<file path="config.mk">
export PLATFORM = sky130hd
export DESIGN_NAME = mc_control_flat
export DESIGN_NICKNAME = d
export VERILOG_FILES = /design/src/rtl/mc_control_if.sv /design/src/rtl/mc_control.sv /design/src/flat_wrapper.sv
export SDC_FILE = /design/constraint.sdc
export NUM_CORES = 1
export LEC_CHECK = 0
export CAP_MARGIN = 20
export CORE_MARGIN = 2
export CORE_UTILIZATION = 45
export DETAILED_ROUTE_END_ITERATION = 7
export PLACE_DENSITY = 0.77
export SETUP_SLACK_MARGIN = 0.02
export SLEW_MARGIN = 0
export SYNTH_ARGS = -nofsm -noshare
export SYNTH_HDL_FRONTEND = slang
export SYNTH_SLANG_ARGS = --single-unit
</file>
<file path="constraint.sdc">
create_clock -name clk -period 3.05 [get_ports clk]
set_input_delay 0.61 -clock clk [delete_from_list [all_inputs] [get_ports clk]]
set_output_delay 0.61 -clock clk [all_outputs]
set_load 0.02 [all_outputs]
</file>
<file path="src/rtl/mc_control_if.sv">
// mc_control_if: bundles the opcode/memory handshake and the datapath control
// lines of the multi-cycle MIPS main control FSM.
//
//   op, mem_ready         : from instruction decoder / memory into the FSM
//   pc_write ... pc_src   : datapath enables and mux selects from the FSM
//   state                 : current FSM state encoding
//   illegal, retire       : one-cycle status pulses
//   instr_count           : retired-instruction counter (CNT_W bits)
//
// Modports: master = control FSM side, slave = datapath/memory side.
interface mc_control_if #(
  parameter int CNT_W = 32
);
  logic [5:0]       op;
  logic             mem_ready;
  logic             pc_write;
  logic             pc_write_cond;
  logic             i_or_d;
  logic             mem_read;
  logic             mem_write;
  logic             ir_write;
  logic             mem_to_reg;
  logic             reg_dst;
  logic             reg_write;
  logic             alu_src_a;
  logic [1:0]       alu_src_b;
  logic [1:0]       alu_op;
  logic [1:0]       pc_src;
  logic [3:0]       state;
  logic             illegal;
  logic             retire;
  logic [CNT_W-1:0] instr_count;

  modport master (
    input  op, mem_ready,
    output pc_write, pc_write_cond, i_or_d, mem_read, mem_write, ir_write,
           mem_to_reg, reg_dst, reg_write, alu_src_a, alu_src_b, alu_op,
           pc_src, state, illegal, retire, instr_count
  );

  modport slave (
    output op, mem_ready,
    input  pc_write, pc_write_cond, i_or_d, mem_read, mem_write, ir_write,
           mem_to_reg, reg_dst, reg_write, alu_src_a, alu_src_b, alu_op,
           pc_src, state, illegal, retire, instr_count
  );
endinterface

</file>
<file path="src/rtl/mc_control.sv">
// mc_control: multi-cycle MIPS main control FSM.
// Sequences one instruction (lw, sw, R-type, beq, addi, j) over 3-5 states,
// stalling in memory states until mem_ready, and counts retired instructions.
//
// Ports:
//   clk  : system clock, rising edge
//   rst  : synchronous reset, active-high (returns to FETCH, clears count)
//   bus  : mc_control_if.master -- op/mem_ready in, datapath controls,
//          state, illegal/retire pulses and instr_count out
//
// Outputs are a Moore decode of the state register, with ir_write/pc_write in
// FETCH and retire in MEMWR additionally gated by mem_ready.
module mc_control #(
  parameter int CNT_W = 32
) (
  input  logic         clk,
  input  logic         rst,
  mc_control_if.master bus
);

  typedef enum logic [3:0] {
    FETCH  = 4'd0,
    DECODE = 4'd1,
    MEMADR = 4'd2,
    MEMRD  = 4'd3,
    MEMWB  = 4'd4,
    MEMWR  = 4'd5,
    EXEC   = 4'd6,
    ALUWB  = 4'd7,
    BRANCH = 4'd8,
    ADDIEX = 4'd9,
    ADDIWB = 4'd10,
    JUMP   = 4'd11
  } state_t;

  localparam logic [5:0] OP_LW    = 6'b100011;
  localparam logic [5:0] OP_SW    = 6'b101011;
  localparam logic [5:0] OP_RTYPE = 6'b000000;
  localparam logic [5:0] OP_BEQ   = 6'b000100;
  localparam logic [5:0] OP_ADDI  = 6'b001000;
  localparam logic [5:0] OP_J     = 6'b000010;

  state_t           state_q;
  logic [CNT_W-1:0] count_q;
  logic             retire_c;

  // Output decode from the current state.
  always_comb begin
    // NOTE: every output gets a default before the case so no path leaves a
    // signal unassigned, which would otherwise infer a latch.
    bus.pc_write      = 1'b0;
    bus.pc_write_cond = 1'b0;
    bus.i_or_d        = 1'b0;
    bus.mem_read      = 1'b0;
    bus.mem_write     = 1'b0;
    bus.ir_write      = 1'b0;
    bus.mem_to_reg    = 1'b0;
    bus.reg_dst       = 1'b0;
    bus.reg_write     = 1'b0;
    bus.alu_src_a     = 1'b0;
    bus.alu_src_b     = 2'b00;
    bus.alu_op        = 2'b00;
    bus.pc_src        = 2'b00;
    bus.illegal       = 1'b0;
    retire_c          = 1'b0;

    case (state_q)
      FETCH: begin
        // PC+4 is computed every FETCH cycle but only committed together with
        // the IR load once the instruction word has arrived.
        bus.mem_read  = 1'b1;
        bus.alu_src_b = 2'b01;
        bus.ir_write  = bus.mem_ready;
        bus.pc_write  = bus.mem_ready;
      end
      DECODE: begin
        bus.alu_src_b = 2'b11;  // branch target precompute into ALUOut
        bus.illegal   = !(bus.op inside {OP_LW, OP_SW, OP_RTYPE, OP_BEQ,
                                         OP_ADDI, OP_J});
      end
      MEMADR: begin
        bus.alu_src_a = 1'b1;
        bus.alu_src_b = 2'b10;
      end
      MEMRD: begin
        bus.mem_read = 1'b1;
        bus.i_or_d   = 1'b1;
      end
      MEMWB: begin
        bus.reg_write  = 1'b1;
        bus.mem_to_reg = 1'b1;
        retire_c       = 1'b1;
      end
      MEMWR: begin
        bus.mem_write = 1'b1;
        bus.i_or_d    = 1'b1;
        retire_c      = bus.mem_ready;
      end
      EXEC: begin
        bus.alu_src_a = 1'b1;
        bus.alu_op    = 2'b10;
      end
      ALUWB: begin
        bus.reg_write = 1'b1;
        bus.reg_dst   = 1'b1;
        retire_c      = 1'b1;
      end
      BRANCH: begin
        bus.alu_src_a     = 1'b1;
        bus.alu_op        = 2'b01;
        bus.pc_src        = 2'b01;
        bus.pc_write_cond = 1'b1;
        retire_c          = 1'b1;
      end
      ADDIEX: begin
        bus.alu_src_a = 1'b1;
        bus.alu_src_b = 2'b10;
      end
      ADDIWB: begin
        bus.reg_write = 1'b1;
        retire_c      = 1'b1;
      end
      JUMP: begin
        bus.pc_write = 1'b1;
        bus.pc_src   = 2'b10;
        retire_c     = 1'b1;
      end
      default: ;  // unreachable encodings: all outputs stay 0
    endcase
  end

  // State register, next-state logic and retire counter.
  // NOTE: sequential state uses non-blocking assignments so every register
  // samples values from before this edge regardless of statement order.
  always_ff @(posedge clk) begin
    if (rst) begin
      state_q <= FETCH;
      count_q <= '0;
    end else begin
      if (retire_c) count_q <= count_q + CNT_W'(1);

      case (state_q)
        FETCH:  if (bus.mem_ready) state_q <= DECODE;
        DECODE: begin
          case (bus.op)
            OP_LW, OP_SW: state_q <= MEMADR;
            OP_RTYPE:     state_q <= EXEC;
            OP_BEQ:       state_q <= BRANCH;
            OP_ADDI:      state_q <= ADDIEX;
            OP_J:         state_q <= JUMP;
            default:      state_q <= FETCH;
          endcase
        end
        // op is still the IR's opcode here, so it selects load vs store.
        MEMADR: state_q <= (bus.op == OP_LW) ? MEMRD : MEMWR;
        MEMRD:  if (bus.mem_ready) state_q <= MEMWB;
        MEMWB:  state_q <= FETCH;
        MEMWR:  if (bus.mem_ready) state_q <= FETCH;
        EXEC:   state_q <= ALUWB;
        ALUWB:  state_q <= FETCH;
        BRANCH: state_q <= FETCH;
        ADDIEX: state_q <= ADDIWB;
        ADDIWB: state_q <= FETCH;
        JUMP:   state_q <= FETCH;
        default: state_q <= FETCH;
      endcase
    end
  end

  assign bus.state       = state_q;
  assign bus.retire      = retire_c;
  assign bus.instr_count = count_q;

endmodule

</file>
<file path="src/flat_wrapper.sv">
// flat-port wrapper written by rule: the top's interface ports become plain ports
module mc_control_flat 
#(
  parameter int CNT_W = 32
)
  (clk, rst, bus_op, bus_mem_ready, bus_pc_write, bus_pc_write_cond, bus_i_or_d, bus_mem_read, bus_mem_write, bus_ir_write, bus_mem_to_reg, bus_reg_dst, bus_reg_write, bus_alu_src_a, bus_alu_src_b, bus_alu_op, bus_pc_src, bus_state, bus_illegal, bus_retire, bus_instr_count);
  mc_control_if #(.CNT_W(CNT_W)) bus_i ();
  input  logic clk;
  input  logic rst;
  input wire logic [$bits(bus_i.op)-1:0] bus_op;
  input wire logic [$bits(bus_i.mem_ready)-1:0] bus_mem_ready;
  output wire logic [$bits(bus_i.pc_write)-1:0] bus_pc_write;
  output wire logic [$bits(bus_i.pc_write_cond)-1:0] bus_pc_write_cond;
  output wire logic [$bits(bus_i.i_or_d)-1:0] bus_i_or_d;
  output wire logic [$bits(bus_i.mem_read)-1:0] bus_mem_read;
  output wire logic [$bits(bus_i.mem_write)-1:0] bus_mem_write;
  output wire logic [$bits(bus_i.ir_write)-1:0] bus_ir_write;
  output wire logic [$bits(bus_i.mem_to_reg)-1:0] bus_mem_to_reg;
  output wire logic [$bits(bus_i.reg_dst)-1:0] bus_reg_dst;
  output wire logic [$bits(bus_i.reg_write)-1:0] bus_reg_write;
  output wire logic [$bits(bus_i.alu_src_a)-1:0] bus_alu_src_a;
  output wire logic [$bits(bus_i.alu_src_b)-1:0] bus_alu_src_b;
  output wire logic [$bits(bus_i.alu_op)-1:0] bus_alu_op;
  output wire logic [$bits(bus_i.pc_src)-1:0] bus_pc_src;
  output wire logic [$bits(bus_i.state)-1:0] bus_state;
  output wire logic [$bits(bus_i.illegal)-1:0] bus_illegal;
  output wire logic [$bits(bus_i.retire)-1:0] bus_retire;
  output wire logic [$bits(bus_i.instr_count)-1:0] bus_instr_count;
  assign bus_i.op = bus_op;
  assign bus_i.mem_ready = bus_mem_ready;
  assign bus_pc_write = bus_i.pc_write;
  assign bus_pc_write_cond = bus_i.pc_write_cond;
  assign bus_i_or_d = bus_i.i_or_d;
  assign bus_mem_read = bus_i.mem_read;
  assign bus_mem_write = bus_i.mem_write;
  assign bus_ir_write = bus_i.ir_write;
  assign bus_mem_to_reg = bus_i.mem_to_reg;
  assign bus_reg_dst = bus_i.reg_dst;
  assign bus_reg_write = bus_i.reg_write;
  assign bus_alu_src_a = bus_i.alu_src_a;
  assign bus_alu_src_b = bus_i.alu_src_b;
  assign bus_alu_op = bus_i.alu_op;
  assign bus_pc_src = bus_i.pc_src;
  assign bus_state = bus_i.state;
  assign bus_illegal = bus_i.illegal;
  assign bus_retire = bus_i.retire;
  assign bus_instr_count = bus_i.instr_count;
  mc_control #(.CNT_W(CNT_W)) u_core (.clk(clk), .rst(rst), .bus(bus_i));
endmodule
</file>
==> Flow_metrics.wiki <==
{| class="wikitable"
! Metric !! Value
|-
| Relative contribution of the clock network to total power || 38.7%
|-
| Simple logic cell fraction of the synthesized area || 32.4%
|-
| FF-to-FF End || u_core.bus.instr_count[28]
|-
| Adder-Cell Fraction of Synth Area || 0.595%
|-
| Critical path's most frequent cell || clkdlybuf4s50_1
|-
| Synth Register Bits || 36
|-
| Critical path data arrival time || 2.36 ns
|-
| Overall die area || 5230 µm²
|-
| Hold Path Depth || 2
|-
| Overall Power || 0.904 mW
|-
| Via count of the first global-routing pass || 2038
|-
| Endpoints failing setup || 0
|-
| Total of buffers placed on input and output ports || 62
|-
| Element type at the critical path start || input port
|-
| Floorplan core area || 4410 µm²
|-
| Actual slew at the worst max-slew pin || 0.511 ns
|-
| Wire length of the first global-routing pass || 8.85 mm
|-
| Share of the synthesized area in the top cell type || 34.3%
|-
| Synthesis warning total || 0
|-
| Leakage || 0.853 nW
|-
| Largest net degree at the start of global routing || 32
|-
| Cell family with most CP delay || buffers and inverters
|-
| Vias after detailed routing || 2200
|-
| Clock-pin transition on the worst setup and hold timing paths || 0.07 ns
|-
| Number of hold-slack violations in the final timing report || 0
|-
| Layout Skew || 0.00776 ns
|-
| Start-to-end type of the worst setup path || in2out
|-
| Crit end category || output pin
|-
| Seq pwr share || 52.6%
|-
| Min Tclk post-route || 2.97 ns
|-
| DRC violation count after routing || 0
|-
| Timing-limited maximum frequency || 0.337 GHz
|-
| Top-level I/O count || 63
|-
| Switching power share of the total || 23.6%
|-
| Number of rows in the core area || 24
|-
| Slowest Stage Delay on Critical Path || 0.53 ns
|-
| Postcts setup bufs || 0
|-
| CTS H-Tree Depth || 2
|-
| Hold Crit Class || reg2reg
|-
| Effective utilization at floorplan || 47.6%
|-
| Skew-Pair Late Insertion Delay || 0.28 ns
|-
| Area share of xor/xnor cells in the synthesized design || 7.08%
|-
| Worst reg2reg startpoint || u_core.bus.state[0]
|-
| Max VDD drop || 299 µV
|-
| Multiplexer share of the synthesized area || 1.01%
|-
| Worst Min Path Start || u_core.bus.instr_count[31]
|-
| Headroom to the max-slew limit || 65.1%
|-
| Crit-path max FO || 4
|-
| Pwr dens || 314 nW/µm²
|-
| Maximum clock insertion buffer count || 2
|-
| TritonCTS clock tree || done
|-
| Total GRT Usage || 20.6%
|-
| Hold worst-path end || u_core.bus.instr_count[31]
|-
| Final nets || 340
|-
| Number of clock sinks || 36
|-
| Proportion of layout cells with a drive suffix above 1 || 7.25%
|-
| Internal Power || 0.691 mW
|-
| Main area contributors after synthesis || dfxtp_1, xnor2_1, nor2_1, a21oi_1, o31ai_1
|-
| Result of the run || completed
|-
| Area taken by flip-flops and latches || 722 µm²
|-
| Number of fillers in the final layout || 388
|-
| CP max-delay cell || clkdlybuf4s50_1
|-
| Area used by multi-input combinational logic || 1260 µm²
|-
| Ordered list of cells on the worst path || clkdlybuf4s50_1, nor4_2, nor2b_1, o311a_1, clkdlybuf4s50_1
|-
| Summed instance area of the synthesized netlist || 2100 µm²
|-
| Total grt overflow || 0
|-
| Number of detailed-route iterations in the first pass || 4
|-
| Number of nets in the synthesized netlist || 277
|-
| Buffers & Inverters on Critical Path || 2
|-
| Number of antenna violations at the first check in global routing || 0
|-
| Number of CTS-inserted buffers || 5
|-
| Gate power share || 8.8%
|-
| Syn Area/Cell || 7.87 µm²
|-
| Horizontal extent of the die || 72.3 µm
|-
| R2r worst-path depth || 5
|-
| Routed length per placed instance || 14.0 µm
|-
| Starting DRC count in detailed routing || 106
|-
| Standard cell area after detailed placement || 2780 µm²
|-
| Number of distinct library cell variants in the gate-level netlist after synthesis || 42
|-
| Clk root buf || clkbuf_8
|-
| Compound-cell area share of the yosys netlist || 18.5%
|-
| GP Congestion || 0.819
|-
| Final Cell Area || 2880 µm²
|-
| Routed via count divided by cell count || 5.74
|-
| Switching power || 0.213 mW
|-
| Portion of the clock cycle consumed by the worst path in the final layout || 97.3%
|-
| RSZ-0062 raised after global routing || no
|-
| Fin Setup TNS || 0 ns
|-
| Final antenna-violating net count || 0
|-
| Reg-to-reg setup timing slack || 0.58 ns
|-
| Dominant cell type by area after synthesis || dfxtp_1
|-
| Wire length after detailed routing || 5.37 mm
|-
| Req. time, crit path || 2.44 ns
|-
| Post-detailed-placement half-perimeter wirelength || 3.85 mm
|-
| Dominant combinational cell family by area after synthesis || simple AND/OR/NAND/NOR gates
|-
| Cells after synthesis || 267
|-
| Antenna Diode Count || 0
|-
| Part of the Yosys area used for sequential elements || 34.3%
|-
| Die span in y || 72.3 µm
|-
| Max-cap viol count || 0
|-
| Relative area change from synthesis to final layout || 37.0%
|-
| Final max-slew violation count || 0
|}
[what timing repair did]
action | in CTS | in global routing
resized for setup | 0 | 2
setup endpoints to repair | 0 | 2
hold buffers | 0 | 0
[worst max-delay path by stage]
stage                     slack, ns                    endpoint  depth (start not counted)           from
final                          0.08                 bus_illegal                          5      bus_op[1]
after global placement         0.09  u_core.bus.instr_count[28]                          6  bus_mem_ready
after detailed placement       0.05  u_core.bus.instr_count[28]                          6  bus_mem_ready
after CTS                      0.04                 bus_illegal                          5      bus_op[3]
after global routing           0.03                 bus_illegal                          5      bus_op[3]
after floorplan                0.56  u_core.bus.instr_count[30]                          8  bus_mem_ready
[routing by layer]
metal	vias up	global-route usage, %	part of all wire [%]
li1	1123	-	-
met1	1024	27.2	48
met5	-	0	0
met2	51	34.9	47
met4	0	4.19	0.19
met3	2	4.31	4.6
[cells by family after synthesis]
group           count (synthesis)
compound gates                 58
xor+xnor                       17
fa+ha+maj                       1
buf+inv                        28
flops                          36
mux                             2
simple gates                  125
[worst register-to-register path: stages (launching register included)]
cell and delay [ns]:
dfxtp_1 0.66, nor2b_4 0.11, or3_1 0.42, a2111o_1 0.56, or4_1 0.50, a21oi_1 0.15
[cell usage after synthesis]
cell / n
a2111o_1: 2
a2111oi_0: 7
a21oi_1: 19
a22oi_1: 1
a31oi_1: 1
and2_1: 1
and3_1: 2
and4_1: 2
buf_2: 2
buf_4: 2
buf_6: 2
clkbuf_1: 11
dfxtp_1: 36
ha_1: 1
inv_1: 11
mux2_2: 1
mux2i_1: 1
nand2_1: 17
nand2b_1: 5
nand3_1: 16
nand4_1: 8
nor2_1: 29
nor2b_1: 3
nor2b_4: 1
nor3_1: 8
nor3b_4: 1
nor4_1: 9
nor4b_1: 1
o211ai_1: 1
o21ai_0: 8
o22a_1: 1
o22ai_1: 2
o311a_1: 1
o31ai_1: 12
o32ai_1: 1
o41ai_1: 2
or2_2: 1
or3_1: 10
or4_1: 10
or4b_2: 1
xnor2_1: 14
xor2_1: 3
[through the flow]
step | hold slack [ns] | util (%) | std cells | setup WS (ns)
detailed placement | 0.487 | 63.0 | 375 | 0.0461
finish | 0.491 | 65.2 | 383 | 0.0835
global placement | 0.471 | 63.0 | 375 | 0.0912
CTS | 0.497 | 65.1 | 383 | 0.0449
floorplan | 0.551 | - | 267 | 0.558
global route | 0.520 | 65.2 | 383 | 0.0323
[layout make-up]
cell class	instances	share of cell area, %
tap	52	2.26
timing repair buffer	73	24.4
clock buffer	8	3.13
inverter	11	1.43
sequential	36	25.1
multi-input combinational	203	43.7
[power by group through the flow]
stage          sequential, mW  combinational [mW]  clock, mW
2_1_floorplan           0.485              0.0407          0
3_3_place_gp            0.486              0.0770          0
3_5_place_dp            0.486              0.0778          0
4_1_cts                 0.475              0.0781      0.355
5_1_grt                 0.476              0.0855      0.370
6_report                0.475              0.0792      0.349
[flip-flops by register name, indices dropped and copies added (netlist names)]
signal,cells
u_core.bus.instr_count,32
u_core.bus.state,4
[cells in the final DEF (no fill, tap or decap), drive strengths merged, types with 3 or more instances in the layout]
master         Yosys  routed
a2111oi            7       7
clkdlybuf4s50      0      62
xnor2             14      14
o21ai              8       8
buf                6      11
dfxtp             36      36
clkbuf            11       8
nor2              29      29
nand3             16      16
xor2               3       3
or4               10      10
nand2             17      17
nor2b              4       4
nor4               9       9
o31ai             12      12
nor3               8       8
or3               10      10
inv               11      11
nand4              8       8
a21oi             19      19
nand2b             5       5
Power figures use the tool's default switching activity.
